[src/rtl/hazard_control_unit.sv]
// rtl/hazard_control_unit.sv - pipeline hazard controller: load-use stall, MUL/DIV occupancy, branch flush
// Optional macro HAZARD_PERF_CNT_EN adds saturating stall/flush performance counters.
module hazard_control_unit #(
  parameter int MDU_LAT = 4,
  parameter int CNT_W   = 32
) (
  input  logic             clk,
  input  logic             rst_n,
  input  logic [4:0]       ifid_rs1,
  input  logic [4:0]       ifid_rs2,
  input  logic             ifid_use_rs1,
  input  logic             ifid_use_rs2,
  input  logic             idex_memrd,
  input  logic [4:0]       idex_rd,
  input  logic             idex_mdu,
  input  logic             ex_branch_taken,
`ifdef HAZARD_PERF_CNT_EN
  output logic [CNT_W-1:0] lu_stall_cnt,
  output logic [CNT_W-1:0] mdu_stall_cnt,
  output logic [CNT_W-1:0] flush_cnt,
`endif
  output logic             pc_en,
  output logic             ifid_en,
  output logic             idex_en,
  output logic             ifid_flush,
  output logic             idex_flush,
  output logic             exmem_bubble,
  output logic             mdu_busy
);

  localparam int CW = $clog2(MDU_LAT);

  typedef enum logic {RUN, MDU_WAIT} state_t;

  state_t        state, state_nxt;
  logic [CW-1:0] cnt, cnt_nxt;
  logic          lu_hit;

  // x0 is hard-wired zero, so a load to it can never create a dependency
  assign lu_hit = idex_memrd && (idex_rd != 5'd0) &&
                  ((ifid_use_rs1 && (ifid_rs1 == idex_rd)) ||
                   (ifid_use_rs2 && (ifid_rs2 == idex_rd)));

  always_ff @(posedge clk or negedge rst_n) begin
    if (!rst_n) begin
      state <= RUN;
      cnt   <= '0;
    end else begin
      state <= state_nxt;
      cnt   <= cnt_nxt;
    end
  end

  always_comb begin
    state_nxt    = state;
    cnt_nxt      = cnt;
    pc_en        = 1'b1;
    ifid_en      = 1'b1;
    idex_en      = 1'b1;
    ifid_flush   = 1'b0;
    idex_flush   = 1'b0;
    exmem_bubble = 1'b0;
    mdu_busy     = 1'b0;
    if (!rst_n) begin
      pc_en      = 1'b0;
      ifid_en    = 1'b0;
      idex_en    = 1'b0;
      ifid_flush = 1'b1;
      idex_flush = 1'b1;
    end else begin
      case (state)
        RUN: begin
          if (idex_mdu) begin
            pc_en        = 1'b0;
            ifid_en      = 1'b0;
            idex_en      = 1'b0;
            exmem_bubble = 1'b1;
            state_nxt    = MDU_WAIT;
            cnt_nxt      = CW'(MDU_LAT - 2);
          end else if (ex_branch_taken) begin
            ifid_flush = 1'b1;
            idex_flush = 1'b1;
          end else if (lu_hit) begin
            pc_en      = 1'b0;
            ifid_en    = 1'b0;
            idex_flush = 1'b1;
          end
        end
        MDU_WAIT: begin
          pc_en        = 1'b0;
          ifid_en      = 1'b0;
          idex_en      = 1'b0;
          exmem_bubble = 1'b1;
          mdu_busy     = 1'b1;
          if (cnt == '0) state_nxt = RUN;
          else cnt_nxt = cnt - CW'(1);
        end
        default: state_nxt = RUN;
      endcase
    end
  end

`ifdef HAZARD_PERF_CNT_EN
  // Stall/flush causes are recovered from the mutually exclusive output patterns
  logic lu_stall, mdu_stall, br_flush;
  assign lu_stall  = idex_flush && !ifid_flush;
  assign mdu_stall = exmem_bubble;
  assign br_flush  = ifid_flush;

  always_ff @(posedge clk or negedge rst_n) begin
    if (!rst_n) begin
      lu_stall_cnt  <= '0;
      mdu_stall_cnt <= '0;
      flush_cnt     <= '0;
    end else begin
      if (lu_stall && (lu_stall_cnt != '1))   lu_stall_cnt  <= lu_stall_cnt + 1'b1;
      if (mdu_stall && (mdu_stall_cnt != '1)) mdu_stall_cnt <= mdu_stall_cnt + 1'b1;
      if (br_flush && (flush_cnt != '1))      flush_cnt     <= flush_cnt + 1'b1;
    end
  end
`endif

endmodule

[config.mk]
export PLATFORM = sky130hd
export DESIGN_NAME = hazard_control_unit
export DESIGN_NICKNAME = d
export VERILOG_FILES = /design/src/rtl/hazard_control_unit.sv
export SDC_FILE = /design/constraint.sdc
export NUM_CORES = 1
export LEC_CHECK = 0
export ABC_AREA = 1
export ABC_CLOCK_PERIOD_IN_PS = 1200
export BUFFER_PORTS_ARGS = -buffer_cell sky130_fd_sc_hd__buf_2
export CORE_MARGIN = 2
export CORE_UTILIZATION = 29
export CTS_BUF_LIST = sky130_fd_sc_hd__clkbuf_8 sky130_fd_sc_hd__clkbuf_16
export DETAILED_ROUTE_END_ITERATION = 16
export PLACE_DENSITY = 0.63
export SLEW_MARGIN = 15
export SYNTH_ARGS = -nofsm -noshare
export SYNTH_HDL_FRONTEND = slang
export SYNTH_SLANG_ARGS = --single-unit
export TNS_END_PERCENT = 1
[constraint.sdc]
create_clock -name clk -period 1.2 [get_ports clk]
set_input_delay 0.24 -clock clk [delete_from_list [all_inputs] [get_ports clk]]
set_output_delay 0.24 -clock clk [all_outputs]
set_load 0.02 [all_outputs]
==> flow_summary.toml <==
[worst_hold_path]
min_from = "rst_n"
hold_depth = 4
min_path_type = "input port to register"

[worst_setup_path]
slowest_delay_ns = 0.39
criticalPathCategory = "register to output pin"
endpoint_kind = "output pin"
startpoint_type = "register"
rr_startpoint = "state$_DFFE_PN0P_"
path_depth = 6
rr_worst_depth = 8
cp_cell_sequence = "nor2_2 > inv_2 > nand2_2 > inv_2 > o21ai_2 > buf_6"
crit_path_frequent_cell = "inv_2"
critPathBufInv = 3
cpMaxStageDelayCell = "dfrtp_1"
cp_top_family = "flip-flops"
critical_path.startpoint = "state$_DFFE_PN0P_"
arrival_ns = 1.16
crit_fanout = 4
cp.required_ns = 0.96

[flow_run]
drv_cap = 0

[logic_synthesis]
synth_area_per_cell_um2 = 4.90
synthCells = 87
yosysSeqAreaShare_pct = 17.6
yosysUniqueCellTypes = 13
synth_edf_count = 0
syn_area_um2 = 427
synth_ff_type = "dfrtp_1"
synth_nets = 110
ys_warn_count = 0
async_flop_share_pct = 100
ys_ff_latch = 3

[detailed_routing]
wire_per_inst_um = 7.86
drc_errors = 0
viasPerCell = 4.20
finalWirelength_mm = 1.09
drtIter0Drc = 8
vias = 579
ant_nets = 0
firstDrtPassIters = 3

[clock_tree]
clockRootBuffer = "clkbuf_8"
cts_tree = "done"
cts_max_path_buffers = 2
cts_buffers = 3
clk_pin_slew_worst_paths_ns = 0.03
clock_latency_ns = 0.21
ctsHtreeMaxLevel = 1
cts.sinks = 3

[power]
p_per_area_mw_per_mm2 = 1080
p_leak_nw = 0.490
power_mw = 0.799
ir_drop_mv = 0.844

[status]
violations = "negative setup slack"
outcome = "complete, but fails checks"

[placed_design]
placed_area_um2 = 612
dp_hpwl_um = 870
io_buffers = 28
gp_congestion = 0.794

[die]
die_x_um = 42.4
initial_core_util_pct = 32.0
core_mm2 = 0.00133
die_y_um = 42.4
rows = 13
dieArea_mm2 = 0.00179
ios = 29

[timing]
report.final.slew_viol_count = 0
fmax_mhz = 715
worst_slew_pin_slew_ns = 0.209
fin_crit_ns = 1.40
fin_worst_skew_ns = 0.00479
maxSlewHeadroom_pct = 86.0
worst_slack_ns = -0.199
finalCritPeriodShare_pct = 117
final-setup-viol-count = 7
finalHoldViolations = 0
rsz0062_at_grt = "true"

[finish]
nFillCells = 145
drive_above_1_share_pct = 41.5
multi_input_area_um2 = 284
antenna_cells = 0
nets = 147
post-route-cell-area_um2 = 743
seq_area_um2 = 75.1
area_growth_pct = 74.2

[global_routing]
antenna_found_initial = 0
grt_pass1_vias = 551
gr-usage-all-layers_pct = 14.8
grt_overflow_total = 0
grt_max_degree = 5
grt_pass1_wl_mm = 2.09
==> worst paths after layout <==
check | to | slack (ns)
worst max-delay path | idex_flush | -0.20
worst min-delay path | state$_DFFE_PN0P_ | 0.38
worst max register to register | cnt[0]$_DFFE_PN0P_ | 0.08
worst min register to register | cnt[1]$_DFFE_PN0P_ | 0.53
max in group asynchronous | cnt[0]$_DFFE_PN0P_ | 0.62
min in group asynchronous | state$_DFFE_PN0P_ | 0.43
==> cell usage in the layout (no fill, tap or decap) <==
master	synthesis	routed
inv_1	21	17
buf_4	1	7
dlygate4sd3_1	0	1
o21ai_2	0	1
a21oi_1	2	2
buf_6	0	7
nor2_1	13	10
nand2_2	0	4
nand2_1	35	31
nor2_4	0	1
inv_4	0	1
nor2_2	0	2
ha_1	1	1
inv_2	2	6
nand2_4	1	1
nand4_1	1	1
clkbuf_8	0	3
dfrtp_1	3	3
a22oi_1	1	1
buf_2	0	18
nand3_1	4	4
o21ai_0	2	1
==> timing repair <==
| item | CTS | global route |
|---|---|---|
| resized for setup | 8 | 18 |
| hold buffers | 1 | 0 |
| buffers inserted | 1 | 0 |
| pin swaps | 3 | 9 |
| setup endpoints to repair | 7 | 8 |
| hold endpoints to repair | 3 | 0 |
==> routing by layer <==
layer / GRT usage, % / share of wire (%)
met1: 16.8 / 44
met2: 25.8 / 49
met3: 3.02 / 5.2
met4: 7.50 / 1.1
met5: 0 / 0
==> cells by family (layout without fill, tap and decap cells) <==
group / after synthesis / count (layout) / share of synthesized area (%)
and+or+nand+nor: 54 / 54 / 51.0
buffers and inverters: 24 / 60 / 22.0
AOI/OAI and AO/OA: 5 / 5 / 6.45
DFF: 3 / 3 / 17.6
adders and majority gates: 1 / 1 / 2.93
==> Yosys cell counts (2+ instances only) <==
| cell type | instances | area share, % |
|---|---|---|
| nand2_1 | 35 | 31 |
| a21oi_1 | 2 | 2.3 |
| nor2_1 | 13 | 11 |
| inv_2 | 2 | 1.8 |
| dfrtp_1 | 3 | 18 |
| nand3_1 | 4 | 4.7 |
| inv_1 | 21 | 18 |
| o21ai_0 | 2 | 2.3 |
==> worst reg2reg max path: cells and delay by family, from the launching register on <==
family                 cells  cell delay (ns)
AO/OA/AOI/OAI              2             0.15
buffers and inverters      3             0.25
flip-flops                 1             0.39
AND/OR/NAND/NOR            3             0.25
==> area by class of cell <==
type / count / share of cell area [%]
well taps: 15 / 2.53
clock buffers: 3 / 5.56
flip-flops and latches: 3 / 10.1
clock inverters: 1 / 0.505
repair buffers: 33 / 31.1
multi-input cells: 60 / 38.2
inverters: 23 / 12.0
==> metrics by stage <==
stage	setup TNS, ns	utilization (%)	cells	setup WS, ns	hold slack [ns]
5_1_grt	-1.48	55.7	138	-0.264	0.448
3_3_place_gp	-0.410	45.9	132	-0.149	0.0596
3_5_place_dp	-0.423	45.9	132	-0.150	0.0583
6_report	-1.04	55.7	138	-0.199	0.383
4_1_cts	-1.14	52.3	138	-0.224	0.367
2_1_floorplan	-0.263	-	87	-0.123	-0.0556
==> where the power goes <==
group / internal [mW] / switching [mW] / leakage, nW / total [mW]
logic: 0.170 / 0.196 / 0.429 / 0.367
registers: 0.138 / 0.0124 / 0.0335 / 0.150
clock network: 0.218 / 0.0645 / 0.0269 / 0.282
total: 0.526 / 0.273 / 0.490 / 0.799
==> registers in the layout (all words and copies together) (netlist names) <==
register / cells
state: 1
cnt: 2
No activity file was read; power rests on OpenSTA's default activity.
